[src/rtl/std_skid_buf.sv]
// Two-entry valid/ready pipeline stage: a main register feeds the output,
// and a skid register catches the one item that arrives while the consumer stalls.
module std_skid_buf #(
  parameter int WIDTH = 8
) (
  input  logic             clk,
  input  logic             rstn,
  input  logic             flush,
  input  logic             in_valid,
  output logic             in_ready,
  input  logic [WIDTH-1:0] in_data,
  output logic             out_valid,
  input  logic             out_ready,
  output logic [WIDTH-1:0] out_data,
  output logic [1:0]       occupancy
);

  typedef enum logic [1:0] {
    EMPTY = 2'd0,
    ONE   = 2'd1,
    FULL  = 2'd2
  } state_e;

  state_e           state_q;
  logic [WIDTH-1:0] main_q;
  logic [WIDTH-1:0] skid_q;
  logic             acc;
  logic             pop;

  // in_ready looks only at local state (and reset), never at out_ready.
  assign in_ready  = (state_q != FULL) & rstn;
  assign out_valid = (state_q != EMPTY);
  assign out_data  = main_q;
  assign acc       = in_valid & in_ready;
  assign pop       = out_valid & out_ready;

  always_comb begin
    occupancy = 2'd0;
    case (state_q)
      ONE:     occupancy = 2'd1;
      FULL:    occupancy = 2'd2;
      default: occupancy = 2'd0;
    endcase
  end

  always_ff @(posedge clk) begin
    if (!rstn) begin
      state_q <= EMPTY;
      main_q  <= '0;
      skid_q  <= '0;
    end else if (flush) begin
      // Payload registers are left alone; they are meaningless once invalid.
      state_q <= EMPTY;
    end else begin
      case (state_q)
        EMPTY: begin
          if (acc) begin
            main_q  <= in_data;
            state_q <= ONE;
          end
        end
        ONE: begin
          if (acc && pop) begin
            main_q <= in_data;
          end else if (pop) begin
            state_q <= EMPTY;
          end else if (acc) begin
            skid_q  <= in_data;
            state_q <= FULL;
          end
        end
        FULL: begin
          if (pop) begin
            main_q  <= skid_q;
            state_q <= ONE;
          end
        end
        default: state_q <= EMPTY;
      endcase
    end
  end

endmodule
[config.mk]
export PLATFORM = sky130hd
export DESIGN_NAME = std_skid_buf
export DESIGN_NICKNAME = d
export VERILOG_FILES = /design/src/rtl/std_skid_buf.sv
export SDC_FILE = /design/constraint.sdc
export NUM_CORES = 1
export LEC_CHECK = 0
export BUFFER_PORTS_ARGS = -buffer_cell sky130_fd_sc_hd__buf_2
export CAP_MARGIN = 10
export CORE_MARGIN = 10
export CORE_UTILIZATION = 45
export CTS_CLUSTER_SIZE = 25
export DETAILED_ROUTE_END_ITERATION = 10
export PLACE_DENSITY = 0.7
export SLEW_MARGIN = 10
export SYNTH_ARGS = -nofsm -noshare
export SYNTH_HDL_FRONTEND = slang
export SYNTH_SLANG_ARGS = --single-unit
[constraint.sdc]
create_clock -name clk -period 4 [get_ports clk]
set_clock_uncertainty 0.2 [all_clocks]
set_input_delay 0.8 -clock clk [delete_from_list [all_inputs] [get_ports clk]]
set_output_delay 0.8 -clock clk [all_outputs]
set_load 0.05 [all_outputs]
==> results of run 1 <==
## state kept, by name, indices dropped and copies added (netlist names)
signal / count
state_q: 2
skid_q: 8
out_data: 8
## through the flow
stage                     std cells  total power (W)  util [%]  worst slack, ps
after floorplan                  96         0.000243         -             1240
after global routing            144         0.000384      55.5             1210
after global placement          140         0.000263      53.6             1490
final                           144         0.000370      55.5             1330
after CTS                       144         0.000375      55.5             1330
after detailed placement        140         0.000264      53.6             1480
## kinds of logic (layout without fill, tap and decap cells)
group / after synthesis / in the layout
AOI/OAI and AO/OA: 36 / 36
and+or+nand+nor: 23 / 23
DFF: 18 / 18
buffers and inverters: 10 / 31
muxes: 9 / 9
## synthesized netlist by cell type
cell / n
or2_1: 2
a211oi_1: 1
buf_1: 2
nand2b_1: 2
a21o_1: 1
o21ai_1: 8
or3b_1: 2
nor4bb_1: 1
a311oi_1: 8
a21oi_1: 9
nand3_1: 8
and2_1: 1
nand3b_1: 1
dfxtp_1: 18
nand2_1: 1
buf_2: 3
nor3b_2: 1
nor2b_1: 1
a31o_4: 1
a211oi_2: 8
inv_2: 2
mux2i_1: 9
clkbuf_1: 3
and3b_1: 1
nor2_1: 2
## worst max-delay path: cells and delay by family (launching register included)
family                 cells  cell delay [ps]
AND/OR/NAND/NOR            2              600
flip-flops                 1              460
buffers and inverters      2              330
## layer usage
metal / global-route usage (%) / up-vias
met5: 0 / -
met4: 4.01 / 0
met3: 4.24 / 2
met2: 17.0 / 16
met1: 13.4 / 390
li1: - / 408
## worst paths after layout
| check | startpoint | to | slack (ps) | cells past startpoint |
|---|---|---|---|---|
| max | state_q[0] | in_ready | 1330 | 4 |
| min | skid_q[6] | skid_q[6] | 290 | 2 |
| max reg2reg | state_q[0] | out_data[0] | 2240 | 3 |
| min reg2reg | skid_q[6] | skid_q[6] | 290 | 2 |
## placed cells by master (no fill, tap or decap), drive strengths merged
cell    synthesis  layout
nor2b           1       1
nor4bb          1       1
inv             2       2
clkbuf          3       4
nand3b          1       1
and3b           1       1
and2            1       1
or2             2       2
a311oi          8       8
nor3b           1       1
a31o            1       1
nor2            2       2
a211oi          9       9
nand2           1       1
o21ai           8       8
or3b            2       2
dfxtp          18      18
nand3           8       8
mux2i           9       9
a21oi           9       9
buf             5      25
nand2b          2       2
a21o            1       1
## power breakdown
part / internal [W] / switching [W]
Sequential: 0.000185 / 0.00000358
Clock: 0.0000553 / 0.0000548
Combinational: 0.0000218 / 0.0000504
Total: 0.000262 / 0.000109
## area by class of cell
| class | instances | share of cell area (%) |
|---|---|---|
| clock buffer | 4 | 3.33 |
| inverter | 2 | 0.690 |
| multi-input combinational | 68 | 48.0 |
| sequential | 18 | 33.1 |
| tap | 27 | 3.10 |
| timing repair buffer | 25 | 11.7 |
==> results.md, run 1 <==
* Vias in the first global route at 797
* Final period util at between 60% and 70%
* Max Used Layer: met4
* Synth Area in Simple Gates at 15.7%
* Global-route wire length before repair at 3780 µm
* Layout cells sized above 1 at 35.0%
* Die Area at 0.00427 mm²
* Yosys cell types at 25
* Seq cells post-synth at 18
* Die X at approximately 65 µm
* Post-CTS sizing at 0
* Worst skew pair latency at 280 ps
* Via count of the routed design at 816
* CP cell instances: nand2b_1 -> inv_2 -> nor2_1 -> buf_2
* Drt wl/cell at 15.9 µm
* Initial Utilization at between 40% and 50%
* Largest family of logic cells by synthesized area: compound AO/OA/AOI/OAI gates
* H-tree lvl count at 1
* Area growth syn-to-layout at 17.7%
* Initial drt markers at 32
* Clk root buf: clkbuf_4
* Synth Area in Adders at 0%
* Worst path required time at 3000 ps
* # setup viols final at 0
* Total Wirelength at 2280 µm
* Nets at between 100 and 150
* Largest cells by area after synthesis: dfxtp_1, a211oi_2, mux2i_1, a311oi_1, a21oi_1
* Count of pins over their slew limit at 0
* Setup CP Type: reg -> out
* Max-cap violations at 0
* Cell Rows at 16
* Post-synthesis compound-gate area fraction at 31.1%
* Critical path startpoint category: flop
* TritonCTS buffer count at 3
* Min-delay worst type: reg -> reg
* Final non-filler cell area at 0.00109 mm²
* Least-Margin Pin Slew at 603 ps
* Number of vias per cell at 5.67
* CP max stage delay at slightly above 500 ps
* Seq/Total Area, Yosys at 39.0%
* Port-buffer cells at 24
* Post-route DRC violation count at 0
* FMAX at about 380 MHz
* Syn Nets at 109
* # IOs at 25
* Routed met2 length at 1020 µm
* Final min period at roughly 2700 ps
* Worst-case clock buffer depth at 2
* Register Area at 360 µm²
* Mean Syn Cell Area at 9.63 µm²
* CP Capture Type: primary output
* Height of the die at around 65 µm
* Initial antenna violation count at 0
* Clk slew on worst S/H paths at 100 ps
* Worst hold slack at 292 ps
* Maximum VDD drop at 0.000206 V
* Post-Syn Area at 925 µm²
* GRT overflow at 0
* Synth top area share at approximately two fifths
* Fillers at 192
* Mux share of post-synthesis cell area at 9.74%
* Routed length on met1 at 1080 µm
* Core Area at 0.00196 mm²
* Syn. warnings at 0
* CTS hold repair buffers at 0
* Leakage at around 0.47 nW
* Post-synthesis xor/xnor area fraction at 0%
* Worst EP arrival at 1670 ps
* Post-synthesis cell count at 96
* Fin Setup TNS at 0 ps
* Diode count at 0
* DP Area at 0.00105 mm²
* Area occupied by multi-input gates at 523 µm²
* Leading area contributor after synthesis: dfxtp_1
* Hold Vio Cnt, Final at 0
* CTS tree: done
* Slowest stage cell, crit path: nand2b_1
* Total GRT Usage at between 10% and 20%
* Slew headroom at 59.6%
* Routability cong. at 0.771
* Sink Count at 18
* PwrDens at between 300 and 400 mW/mm²
* Crit-path max FO at 10
* Postcts setup bufs at 0
* Pin count of the biggest net entering global routing at 19
* Initial DRT Pass Iterations at 4
* RSZ-0062 raised after global routing: false
* Met3 routed WL at around 160 µm
* Routed Antenna Nets at 0
* Status: completed
Note: power is estimated with default switching activity, not from simulation.
==> run 2, diff against run 1 <==
clock period = 2.7 ns   (was 4 ns; I/O delays follow)
==> run 2 against run 1 <==
Via count down 0.37%. Register-to-register slack worse by 1200 ps. Power up 40%. Utilization up 0.064 points. Global-route usage up 0.11 points. Final area up 0.12%. Worst setup slack worse by 840 ps. Non-clock buffer count up 2. Critical path depth up 1. Die area unchanged. Clock power up 21%. Highest routed layer unchanged.
==> results.md, run 2 (synthesis results as in run 1) <==
* Min-delay worst type: in -> reg
* Fillers at 203
* Height of the die at 65.3 µm
* Final period util at 81.8%
* # IOs at 25
* Port-buffer cells at 24
* Initial drt markers at 48
* Final worst setup slack at 490 ps
* Worst skew pair latency at 290 ps
* Least-Margin Pin Slew at approximately 600 ps
* Crit-path max FO at 10
* Number of vias per cell at ~5.6
* Hold Vio Cnt, Final at 0
* Clk root buf: clkbuf_4
* CTS tree: done
* Status: completed
* Layout cells sized above 1 at 35.6%
* Total GRT Usage at 11.1%
* Count of pins over their slew limit at 0
* Diode count at 0
* Initial DRT Pass Iterations at 4
* Worst path required time at slightly below 2000 ps
* RSZ-0062 raised after global routing: false
* PwrDens at ~480 mW/mm²
* Sink Count at 18
* Worst hold slack at 277 ps
* Commonest non-fill, non-tap cells in the layout: buf_2, dfxtp_1, a21oi_1, mux2i_1
* CP Capture Type: primary output
* Nets at 133
* TritonCTS buffer count at 3
* Critical path startpoint category: flop
* Area growth syn-to-layout at 17.9%
* Final min period at 2210 ps
* Die Area at approximately 0.0043 mm²
* Drt wl/cell at 16.0 µm
* Routed Antenna Nets at 0
* Die X at 65.3 µm
* FMAX at between 400 and 500 MHz
* Area occupied by multi-input gates at 523 µm²
* Cell Rows at 16
* H-tree lvl count at 1
* Worst-case clock buffer depth at 2
* Vias in the first global route at 846
* Clk slew on worst S/H paths at approximately 100 ps
* Pin count of the biggest net entering global routing at 18
* Post-CTS sizing at 0
* Placed Cells at about 140
* Leakage at between 0.4 and 0.5 nW
* Register Area at 360 µm²
* Initial Utilization at a little under half
* Setup CP Type: reg -> out
* Fin Setup TNS at 0 ps
* Via count of the routed design at 813
* Final std cells w/o fill at 145
* Maximum VDD drop at 0.000341 V
* Initial antenna violation count at 0
* Postcts setup bufs at 0
* Total Wirelength at 2330 µm
* Worst EP arrival at 1470 ps
* # setup viols final at 0
* Core Area at about 0.0020 mm²
* Max-cap violations at 0
* Routability cong. at approximately 0.77
* GRT overflow at 0
* Post-route DRC violation count at 0
* Commonest non-fill, non-tap cell in the layout: buf_2
* Global-route wire length before repair at 3810 µm
* Slew headroom at between 50% and 60%
* Worst slack at placement at between 800 and 900 ps
* CTS hold repair buffers at 0
[run 2: changes by cell type in the layout (fill, tap and decap cells not counted)]
cell and delta:
clkbuf_8 -1, buf_4 +2
[run 2: power by group]
| group | internal [W] | switching (W) | leakage, nW |
|---|---|---|---|
| registers | 0.000273 | 0.00000518 | 0.146 |
| clock network | 0.0000520 | 0.0000809 | 0.0138 |
| logic | 0.0000333 | 0.0000746 | 0.310 |
| total | 0.000359 | 0.000161 | 0.470 |
[run 2: final cells by class]
type                            instances  share of cell area, %
Inverter                                2                  0.689
Timing Repair Buffer                   27                   13.1
Multi-Input combinational cell         68                   48.0
Clock buffer                            3                   2.07
Tap cell                               27                   3.10
Sequential cell                        18                   33.1
[run 2: routing by layer]
layer | track usage, % | up-vias | wire (µm)
li1 | - | 412 | -
met1 | 12.6 | 382 | 1050
met2 | 17.3 | 17 | 1070
met3 | 5.08 | 2 | 181
met4 | 4.81 | 0 | 27
met5 | 0 | - | 0
[run 2: worst paths after layout]
path	depth (start not counted)	to	startpoint	slack, ps
max	5	in_ready	state_q[0]	490
min	2	state_q[0]	flush	280
min reg2reg	2	skid_q[1]	skid_q[1]	290
max reg2reg	3	out_data[1]	state_q[1]	1060
[run 2: metrics by stage]
stage                     total power, W  area (µm²)  utilization, %
after floorplan                 0.000360         925               -
after global placement          0.000391        1070            54.4
after detailed placement        0.000393        1070            54.4
after CTS                       0.000524        1090            55.5
after global routing            0.000546        1090            55.5
final                           0.000519        1090            55.5
[run 2: critical path, cell delays in order, from the launching register on]
cell and delay (ps):
dfxtp_1 450, nand2b_1 140, buf_4 200, inv_2 50, nor2_1 70, buf_2 260
